### src/rtl/triangle_sweep_ctrl_if.sv
// Configuration, control and sweep-output signals of the triangle sweep controller.
// The master side configures and commands the sweep; the slave side is the controller itself.
interface triangle_sweep_ctrl_if #(
    parameter int WIDTH = 4
);
    logic             cfg_valid;
    logic             cfg_ready;
    logic [WIDTH-1:0] cfg_lo;
    logic [WIDTH-1:0] cfg_hi;
    logic [WIDTH-1:0] cfg_step;
    logic [7:0]       cfg_cycles;
    logic             start;
    logic             stop;
    logic             pause;
    logic [WIDTH-1:0] count;
    logic             dir;
    logic             busy;
    logic             done;
    logic             err;

    modport master (
        output cfg_valid, cfg_lo, cfg_hi, cfg_step, cfg_cycles, start, stop, pause,
        input  cfg_ready, count, dir, busy, done, err
    );

    modport slave (
        input  cfg_valid, cfg_lo, cfg_hi, cfg_step, cfg_cycles, start, stop, pause,
        output cfg_ready, count, dir, busy, done, err
    );
endinterface

### src/rtl/triangle_sweep_ctrl.sv
// Triangle sweep generator: count ramps lo->hi->lo by step for cfg_cycles periods (0 = forever).
// Outputs registered, one edge per step; cfg accepted only in IDLE (cfg_ready), pause freezes, stop aborts.
module triangle_sweep_ctrl #(
    parameter int WIDTH = 4
) (
    input  logic                  clk,
    input  logic                  rst,
    triangle_sweep_ctrl_if.slave  bus
);
    typedef enum logic [1:0] {IDLE, RUN_UP, RUN_DOWN, PAUSED} state_t;

    state_t           state_q, state_d;
    logic [WIDTH-1:0] count_q, count_d;
    logic             dir_q, dir_d;
    logic             busy_q, busy_d;
    logic             done_q, done_d;
    logic             err_q, err_d;
    logic [7:0]       per_q, per_d;

    // Stored configuration (written by accepted cfg) and the copy the running sweep uses.
    logic [WIDTH-1:0] st_lo_q, st_lo_d, st_hi_q, st_hi_d, st_step_q, st_step_d;
    logic [7:0]       st_cyc_q, st_cyc_d;
    logic [WIDTH-1:0] act_lo_q, act_lo_d, act_hi_q, act_hi_d, act_step_q, act_step_d;
    logic [7:0]       act_cyc_q, act_cyc_d;

    logic             cfg_ok;
    logic [WIDTH:0]   cfg_span;
    logic [WIDTH:0]   up_sum;
    logic [WIDTH-1:0] up_val;
    logic [WIDTH-1:0] dn_gap;
    logic [WIDTH-1:0] dn_val;
    logic [7:0]       per_inc;

    assign cfg_span = {1'b0, bus.cfg_hi} - {1'b0, bus.cfg_lo};
    assign cfg_ok   = (bus.cfg_lo < bus.cfg_hi) && (bus.cfg_step != '0)
                      && ({1'b0, bus.cfg_step} <= cfg_span);

    // Extra carry bit keeps the rising sum from wrapping before the clamp to hi.
    assign up_sum  = {1'b0, count_q} + {1'b0, act_step_q};
    assign up_val  = (up_sum >= {1'b0, act_hi_q}) ? act_hi_q : up_sum[WIDTH-1:0];
    assign dn_gap  = count_q - act_lo_q;
    assign dn_val  = (dn_gap <= act_step_q) ? act_lo_q : (count_q - act_step_q);
    assign per_inc = per_q + 8'd1;

    always_comb begin
        state_d    = state_q;
        count_d    = count_q;
        dir_d      = dir_q;
        per_d      = per_q;
        done_d     = 1'b0;
        err_d      = 1'b0;
        st_lo_d    = st_lo_q;
        st_hi_d    = st_hi_q;
        st_step_d  = st_step_q;
        st_cyc_d   = st_cyc_q;
        act_lo_d   = act_lo_q;
        act_hi_d   = act_hi_q;
        act_step_d = act_step_q;
        act_cyc_d  = act_cyc_q;

        case (state_q)
            IDLE: begin
                if (bus.cfg_valid) begin
                    if (cfg_ok) begin
                        st_lo_d   = bus.cfg_lo;
                        st_hi_d   = bus.cfg_hi;
                        st_step_d = bus.cfg_step;
                        st_cyc_d  = bus.cfg_cycles;
                    end else begin
                        err_d = 1'b1;
                    end
                end
                // A start launched alongside a new cfg runs on the previously stored values.
                if (bus.start) begin
                    act_lo_d   = st_lo_q;
                    act_hi_d   = st_hi_q;
                    act_step_d = st_step_q;
                    act_cyc_d  = st_cyc_q;
                    count_d    = st_lo_q;
                    dir_d      = 1'b0;
                    per_d      = 8'd0;
                    state_d    = RUN_UP;
                end
            end
            RUN_UP, RUN_DOWN, PAUSED: begin
                if (bus.stop) begin
                    state_d = IDLE;
                    count_d = act_lo_q;
                    dir_d   = 1'b0;
                end else if (bus.pause) begin
                    state_d = PAUSED;
                end else if (!dir_q) begin
                    count_d = up_val;
                    if (up_val == act_hi_q) begin
                        state_d = RUN_DOWN;
                        dir_d   = 1'b1;
                    end else begin
                        state_d = RUN_UP;
                    end
                end else begin
                    count_d = dn_val;
                    state_d = RUN_DOWN;
                    if (dn_val == act_lo_q) begin
                        per_d = per_inc;
                        dir_d = 1'b0;
                        if ((act_cyc_q != 8'd0) && (per_inc == act_cyc_q)) begin
                            state_d = IDLE;
                            done_d  = 1'b1;
                        end else begin
                            state_d = RUN_UP;
                        end
                    end
                end
            end
            default: state_d = IDLE;
        endcase

        busy_d = (state_d != IDLE);
    end

    always_ff @(posedge clk) begin
        if (rst) begin
            state_q    <= IDLE;
            count_q    <= '0;
            dir_q      <= 1'b0;
            busy_q     <= 1'b0;
            done_q     <= 1'b0;
            err_q      <= 1'b0;
            per_q      <= 8'd0;
            st_lo_q    <= '0;
            st_hi_q    <= '1;
            st_step_q  <= WIDTH'(1);
            st_cyc_q   <= 8'd0;
            act_lo_q   <= '0;
            act_hi_q   <= '1;
            act_step_q <= WIDTH'(1);
            act_cyc_q  <= 8'd0;
        end else begin
            state_q    <= state_d;
            count_q    <= count_d;
            dir_q      <= dir_d;
            busy_q     <= busy_d;
            done_q     <= done_d;
            err_q      <= err_d;
            per_q      <= per_d;
            st_lo_q    <= st_lo_d;
            st_hi_q    <= st_hi_d;
            st_step_q  <= st_step_d;
            st_cyc_q   <= st_cyc_d;
            act_lo_q   <= act_lo_d;
            act_hi_q   <= act_hi_d;
            act_step_q <= act_step_d;
            act_cyc_q  <= act_cyc_d;
        end
    end

    assign bus.cfg_ready = (state_q == IDLE);
    assign bus.count     = count_q;
    assign bus.dir       = dir_q;
    assign bus.busy      = busy_q;
    assign bus.done      = done_q;
    assign bus.err       = err_q;
endmodule
### src/flat_wrapper.sv
// flat-port wrapper written by rule: the top's interface ports become plain ports
module triangle_sweep_ctrl_flat 
#(
    parameter int WIDTH = 4
)
  (clk, rst, bus_cfg_valid, bus_cfg_lo, bus_cfg_hi, bus_cfg_step, bus_cfg_cycles, bus_start, bus_stop, bus_pause, bus_cfg_ready, bus_count, bus_dir, bus_busy, bus_done, bus_err);
  triangle_sweep_ctrl_if #(.WIDTH(WIDTH)) bus_i ();
  input  logic clk;
  input  logic rst;
  input wire logic [$bits(bus_i.cfg_valid)-1:0] bus_cfg_valid;
  input wire logic [$bits(bus_i.cfg_lo)-1:0] bus_cfg_lo;
  input wire logic [$bits(bus_i.cfg_hi)-1:0] bus_cfg_hi;
  input wire logic [$bits(bus_i.cfg_step)-1:0] bus_cfg_step;
  input wire logic [$bits(bus_i.cfg_cycles)-1:0] bus_cfg_cycles;
  input wire logic [$bits(bus_i.start)-1:0] bus_start;
  input wire logic [$bits(bus_i.stop)-1:0] bus_stop;
  input wire logic [$bits(bus_i.pause)-1:0] bus_pause;
  output wire logic [$bits(bus_i.cfg_ready)-1:0] bus_cfg_ready;
  output wire logic [$bits(bus_i.count)-1:0] bus_count;
  output wire logic [$bits(bus_i.dir)-1:0] bus_dir;
  output wire logic [$bits(bus_i.busy)-1:0] bus_busy;
  output wire logic [$bits(bus_i.done)-1:0] bus_done;
  output wire logic [$bits(bus_i.err)-1:0] bus_err;
  assign bus_i.cfg_valid = bus_cfg_valid;
  assign bus_i.cfg_lo = bus_cfg_lo;
  assign bus_i.cfg_hi = bus_cfg_hi;
  assign bus_i.cfg_step = bus_cfg_step;
  assign bus_i.cfg_cycles = bus_cfg_cycles;
  assign bus_i.start = bus_start;
  assign bus_i.stop = bus_stop;
  assign bus_i.pause = bus_pause;
  assign bus_cfg_ready = bus_i.cfg_ready;
  assign bus_count = bus_i.count;
  assign bus_dir = bus_i.dir;
  assign bus_busy = bus_i.busy;
  assign bus_done = bus_i.done;
  assign bus_err = bus_i.err;
  triangle_sweep_ctrl #(.WIDTH(WIDTH)) u_core (.clk(clk), .rst(rst), .bus(bus_i));
endmodule
### config.mk
export PLATFORM = sky130hd
export DESIGN_NAME = triangle_sweep_ctrl_flat
export DESIGN_NICKNAME = d
export VERILOG_FILES = /design/src/rtl/triangle_sweep_ctrl_if.sv /design/src/rtl/triangle_sweep_ctrl.sv /design/src/flat_wrapper.sv
export SDC_FILE = /design/constraint.sdc
export NUM_CORES = 1
export LEC_CHECK = 0
export CAP_MARGIN = 10
export CORE_ASPECT_RATIO = 1.4
export CORE_UTILIZATION = 53
export DETAILED_ROUTE_END_ITERATION = 10
export PLACE_DENSITY_LB_ADDON = 0.08
export SYNTH_ARGS = -nofsm -noshare
export SYNTH_HDL_FRONTEND = slang
export SYNTH_SLANG_ARGS = --single-unit
### constraint.sdc
create_clock -name clk -period 9.45 [get_ports clk]
set_clock_uncertainty 0.1 [all_clocks]
set_input_delay 1.89 -clock clk [delete_from_list [all_inputs] [get_ports clk]]
set_output_delay 1.89 -clock clk [all_outputs]
set_load 0.005 [all_outputs]
== Word-level counts from Yosys, hierarchy flattened ==
Cells that the tools add are included.
W data, S select, Z words.

* Bits in registers: 58
* Output and inout port bits: 9

* Add/subtract/negate cells: 5
* Magnitude comparators: 4
* Equal/unequal tests: 12
* Multiplexer cells: 30
* Bitwise logic cells: 5
* Reduce and logical (&&, ||, !) cells: 14

{| class="wikitable"
|+ Operator list
! kind !! number
|-
| $mux W8 || 5
|-
| $mux W4 || 6
|-
| $pmux W8 S2 || 1
|-
| $mux W2 || 6
|-
| $mux W1 || 9
|-
| $add A8 B1 Y8 const B || 1
|-
| $eq A4 B4 Y1 || 2
|-
| $eq A8 B8 Y1 || 1
|-
| $pmux W4 S2 || 1
|-
| $reduce_bool A8 Y1 || 1
|-
| $sub A4 B4 Y4 || 2
|-
| $ne A2 B2 Y1 const B || 3
|-
| $reduce_or A3 Y1 || 2
|-
| $reduce_or A6 Y1 || 1
|-
| $add A4 B4 Y5 || 1
|-
| $ge A5 B4 Y1 || 1
|-
| $le A4 B5 Y1 || 1
|-
| $not A1 Y1 || 5
|-
| $reduce_and A5 Y1 || 1
|-
| $sub A4 B4 Y5 || 1
|-
| $eq A2 B2 Y1 const B || 2
|-
| $le A4 B4 Y1 || 1
|-
| $lt A4 B4 Y1 || 1
|-
| $ne A2 B1 Y1 const B || 2
|-
| 10 further kinds || 13
|}

== Longest topological paths before layout ==
* Word-level depth: 10
* Depth in mapped cells: 15
* Depth with buffers taken out: 13

== Worst setup path after synthesis ==
OpenSTA, ideal clock, no wires.

* Path kind: input -> register
* From: input bus_cfg_hi[0]
* To: register u_core.st_cyc_q[0]
* Library setup time: 0.072 ns
* Data arrival time: 4.102 ns
* Required time: 9.278 ns
* Setup slack: 5.176 ns
* Stages on the path: 13
* Path through: inv_1 > ha_1 > inv_1 > fa_1 > inv_1 > ha_1 > nor2b_1 > o21a_1 > o21ai_0 > nand2b_1 > a211oi_1 > buf_2 > mux2i_1

* Cells in the longest elaborated chain, start to end: 4
* Elaborated cells on any way between the ends: 6
* Classes of those cells: add/sub: 1; order compare: 2; reduce/logical: 3

{| class="wikitable"
|+ RTL lines
! element !! line !! text
|-
| start, declared || flat_wrapper.sv:12 || <nowiki>input wire logic [$bits(bus_i.cfg_hi)-1:0] bus_cfg_hi;</nowiki>
|-
| $sub A4 B4 Y5 / $lt A4 B4 Y1 (equally long branches) || triangle_sweep_ctrl.sv:34, triangle_sweep_ctrl.sv:35 ||
|-
| $le A4 B5 Y1 / $logic_and A1 B1 Y1 (equally long branches) || triangle_sweep_ctrl.sv:36, triangle_sweep_ctrl.sv:35 ||
|-
| $logic_and A1 B1 Y1 * || triangle_sweep_ctrl.sv:36 || <nowiki>&& ({1'b0, bus.cfg_step} <= cfg_span);</nowiki>
|-
| $reduce_and A3 Y1 (no source line) * || n/a ||
|-
| end signal, assigned || triangle_sweep_ctrl.sv:149 || <nowiki>st_cyc_q <= st_cyc_d;</nowiki>
|-
| end, declared || triangle_sweep_ctrl.sv:22 || <nowiki>logic [7:0] st_cyc_q, st_cyc_d;</nowiki>
|}

Mark *: on every way between the ends. The rest lies on a longest branch, timed or not.
A chain may end at the register's enable or synchronous reset.

== Worst setup path in the final report ==
* From: input bus_cfg_lo[0]
* To: register u_core.st_hi_q[2]

* Cells in the longest elaborated chain, start to end: 4
* Elaborated cells on any way between the ends: 6
* Classes of those cells: add/sub: 1; order compare: 2; reduce/logical: 3

{| class="wikitable"
|+ RTL lines
! element !! line !! text
|-
| start, declared || flat_wrapper.sv:11 || <nowiki>input wire logic [$bits(bus_i.cfg_lo)-1:0] bus_cfg_lo;</nowiki>
|-
| $sub A4 B4 Y5 / $lt A4 B4 Y1 (equally long branches) || triangle_sweep_ctrl.sv:34, triangle_sweep_ctrl.sv:35 ||
|-
| $le A4 B5 Y1 / $logic_and A1 B1 Y1 (equally long branches) || triangle_sweep_ctrl.sv:36, triangle_sweep_ctrl.sv:35 ||
|-
| $logic_and A1 B1 Y1 * || triangle_sweep_ctrl.sv:36 ||
|-
| $reduce_and A3 Y1 (no source line) * || n/a ||
|-
| end signal, assigned || triangle_sweep_ctrl.sv:147 || <nowiki>st_hi_q <= st_hi_d;</nowiki>
|-
| end, declared || triangle_sweep_ctrl.sv:21 || <nowiki>logic [WIDTH-1:0] st_lo_q, st_lo_d, st_hi_q, st_hi_d, st_step_q, st_step_d;</nowiki>
|}

Marks and branches as above.

==> results_dict.tcl <==
set metrics [dict create \
    status "complete, no violations" \
    num-nets-final 526 \
    gp_congestion 0.861 \
    port_buffers 34 \
    hold_viol 0 \
    synth_top_area_frac 0.308 \
    grt.overflow.total 0 \
    max_stage_delay_ps 510 \
    min_period_ps 4700 \
    fin_ws_ps 4750 \
    pwr-share-comb 0.220 \
    p_leak_nw 1.72 \
    fin_worst_hold_slack_ps 353 \
    cts_buffers 9 \
    first_pass_iters 4 \
    path_clk_slew_ps 60 \
    ys_ff_latch 58 \
    ys.flop_type "dfxtp_1" \
    grt_pass1_wl_um 12900 \
    cts_resized 0 \
    htree_levels 3 \
    cts_max_path_buffers 2 \
    max_slew_margin 0.402 \
    critPathKind "in2reg" \
    peakVddDrop_v 0.000142 \
    die_x_um 73.3 \
    grt.total_usage 0.223 \
    cts_hold_buf 0 \
    yosysWarnings 0 \
    grt_max_degree 89 \
    p_int_uw 481 \
    yosysSeqAreaShare 0.308 \
    die_area_um2 7460 \
    dp_slack_ps 4420 \
    synth.distinct_cells 55 \
    remaining_drc_errors 0 \
    drtAntennaViolNets 0 \
    cts_setup_buffers 0 \
    antenna_found_initial 0 \
    dpl.hpwl_um 5740 \
    filler_cell_count 646 \
    slew_viol_final 0 \
    p_per_area_nw_per_um2 152 \
    netSwitchingPower_uw 183 \
    cp_slowest_cell "clkdlybuf4s50_1" \
    met2_usage 0.375 \
    finalInstanceArea_um2 4380 \
    grt_pass1_vias 2869 \
    drt_iter0_drc 117 \
    antennaDiodeCount 0 \
    switching_share 0.275 \
    max_cap_viol_count 0 \
    drive_above_1_share 0.0696 \
    power_frac_seq 0.399 \
    synth_area_leaders "dfxtp_1 31%, ha_1 9.0%, mux2i_1 7.4%, nand2b_1 5.5%, nand2_1 4.8%" \
    clkSinkCount 58 \
    routedWlPerCell_um 13.7 \
    core_area_um2 6940 \
    synth.most_common_cell "dfxtp_1" \
    viasPerCell 5.45 \
    setup.worst_path.end_class "flip-flop" \
    arrival_ps 4860 \
    start_util 0.544 \
    row_count 36 \
    rsz0062_at_grt "no" \
    ff_latch_area_um2 1160 \
    syn_area_um2 3770 \
    required_ps 9610 \
    pin_count 35 \
    vias 3102 \
    use_met1 0.278 \
    area_delta_synth_final_pct 16.0 \
    tritoncts "done" \
    pwr-share-clk 0.380 \
    synth_top_cell_by_area "dfxtp_1" \
    cts-root-buf "clkbuf_8" \
    cp-start-kind "input pin" \
    synth_edf_count 0 \
    clock_latency_ps 340 \
    setup_viol 0 \
    totalNegativeSetupSlack_ps 0 \
    cp_max_fo 20 \
    ys_async_sr_fraction 0 \
    synth_nets 504 \
    crit_chain "clkdlybuf4s50_1, ha_1, inv_1, fa_1, inv_1, ha_1, nor2b_1, o21a_1, o21ai_0, nand2b_1, a211oi_4, buf_4, mux2i_1" \
    multi_input_area_um2 2410 \
    fin_crit_sh 0.497 \
    synth_common_cells "58 x dfxtp_1, 48 x nand2_1, 33 x nand2b_1, 30 x inv_1, 29 x a21oi_1" \
    tightest_slew_ps 898 \
    place_area_um2 4160 \
    max_freq_ghz 0.213 \
    synthCells 447 \
    met3_usage 0.0394 \
    hp-class "reg2reg" \
    dieHeight_um 102 \
    routed_wl_um 7800 \
    avgSynthCellArea_um2 8.44 \
    gr-max-usage-layer "met2" \
]
cells in the final DEF (no fill, tap or decap), drive strengths merged, types with 8 or more instances in the layout:
| cell | Yosys | final |
|---|---|---|
| nand3 | 8 | 8 |
| nand2b | 33 | 33 |
| mux2i | 28 | 28 |
| nand2 | 48 | 48 |
| ha | 27 | 27 |
| nor2 | 22 | 22 |
| dfxtp | 58 | 58 |
| xor2 | 9 | 9 |
| a21oi | 29 | 29 |
| inv | 30 | 30 |
| clkbuf | 22 | 11 |
| xnor2 | 16 | 16 |
| clkdlybuf4s50 | 0 | 33 |
| o21ai | 12 | 12 |
worst paths after layout:
path                            start                   end  slack (ps)  cells after the start
hold reg to reg   u_core.st_step_q[1]  u_core.act_step_q[1]         350                      2
hold / removal    u_core.st_step_q[1]  u_core.act_step_q[1]         350                      2
setup reg to reg  u_core.bus.count[1]       u_core.per_q[0]        6050                     11
setup / recovery        bus_cfg_lo[0]     u_core.st_hi_q[2]        4750                     13
cell families after synthesis:
| group | after synthesis | synth area share |
|---|---|---|
| mux | 32 | 0.0862 |
| fa+ha+maj | 31 | 0.111 |
| compound gates | 85 | 0.152 |
| buf+inv | 56 | 0.0567 |
| flops | 58 | 0.308 |
| simple gates | 159 | 0.222 |
| xor+xnor | 26 | 0.0640 |
per-layer routing:
metal / vias up / wire [µm] / share of wire
li1: 1601 / - / -
met3: 12 / 291 / 0.037
met5: - / 0 / 0
met1: 1414 / 3680 / 0.47
met4: 0 / 151 / 0.019
met2: 75 / 3680 / 0.47
through the flow:
stage / cells / total power [mW] / util
after floorplan: 447 / 0.375 / -
after global placement: 553 / 0.413 / 0.599
after CTS: 569 / 0.670 / 0.631
final: 569 / 0.664 / 0.631
after global routing: 569 / 0.700 / 0.631
after detailed placement: 553 / 0.417 / 0.599
critical path, delay by kind of cell:
kind | cells | cell delay, ps
fa+ha+maj | 3 | 940
simple gates | 2 | 270
compound gates | 3 | 550
mux | 1 | 240
buf+inv | 4 | 970
sequential cells by signal, summed over array words and instances (netlist names), 2 cells and up:
register           flops
u_core.st_cyc_q        8
u_core.st_lo_q         4
u_core.bus.count       4
u_core.st_step_q       4
u_core.act_hi_q        4
u_core.per_q           8
u_core.state_q         2
u_core.act_cyc_q       8
u_core.act_lo_q        4
u_core.act_step_q      4
u_core.st_hi_q         4
layout make-up:
cell class                 count  area share
clock buffer                  11      0.0323
clock inverter                 5      0.0177
multi-input combinational    333       0.551
inverter                      31      0.0266
timing repair buffer          36      0.0801
sequential                    58       0.265
tap                           95      0.0272
power by group through the flow:
stage	combinational, mW	clock (mW)	sequential (mW)
floorplan	0.107	0	0.268
global placement	0.143	0	0.270
detailed placement	0.147	0	0.271
CTS	0.147	0.258	0.265
global route	0.163	0.270	0.267
finish	0.146	0.253	0.265
No activity file was read; power rests on OpenSTA's default activity.
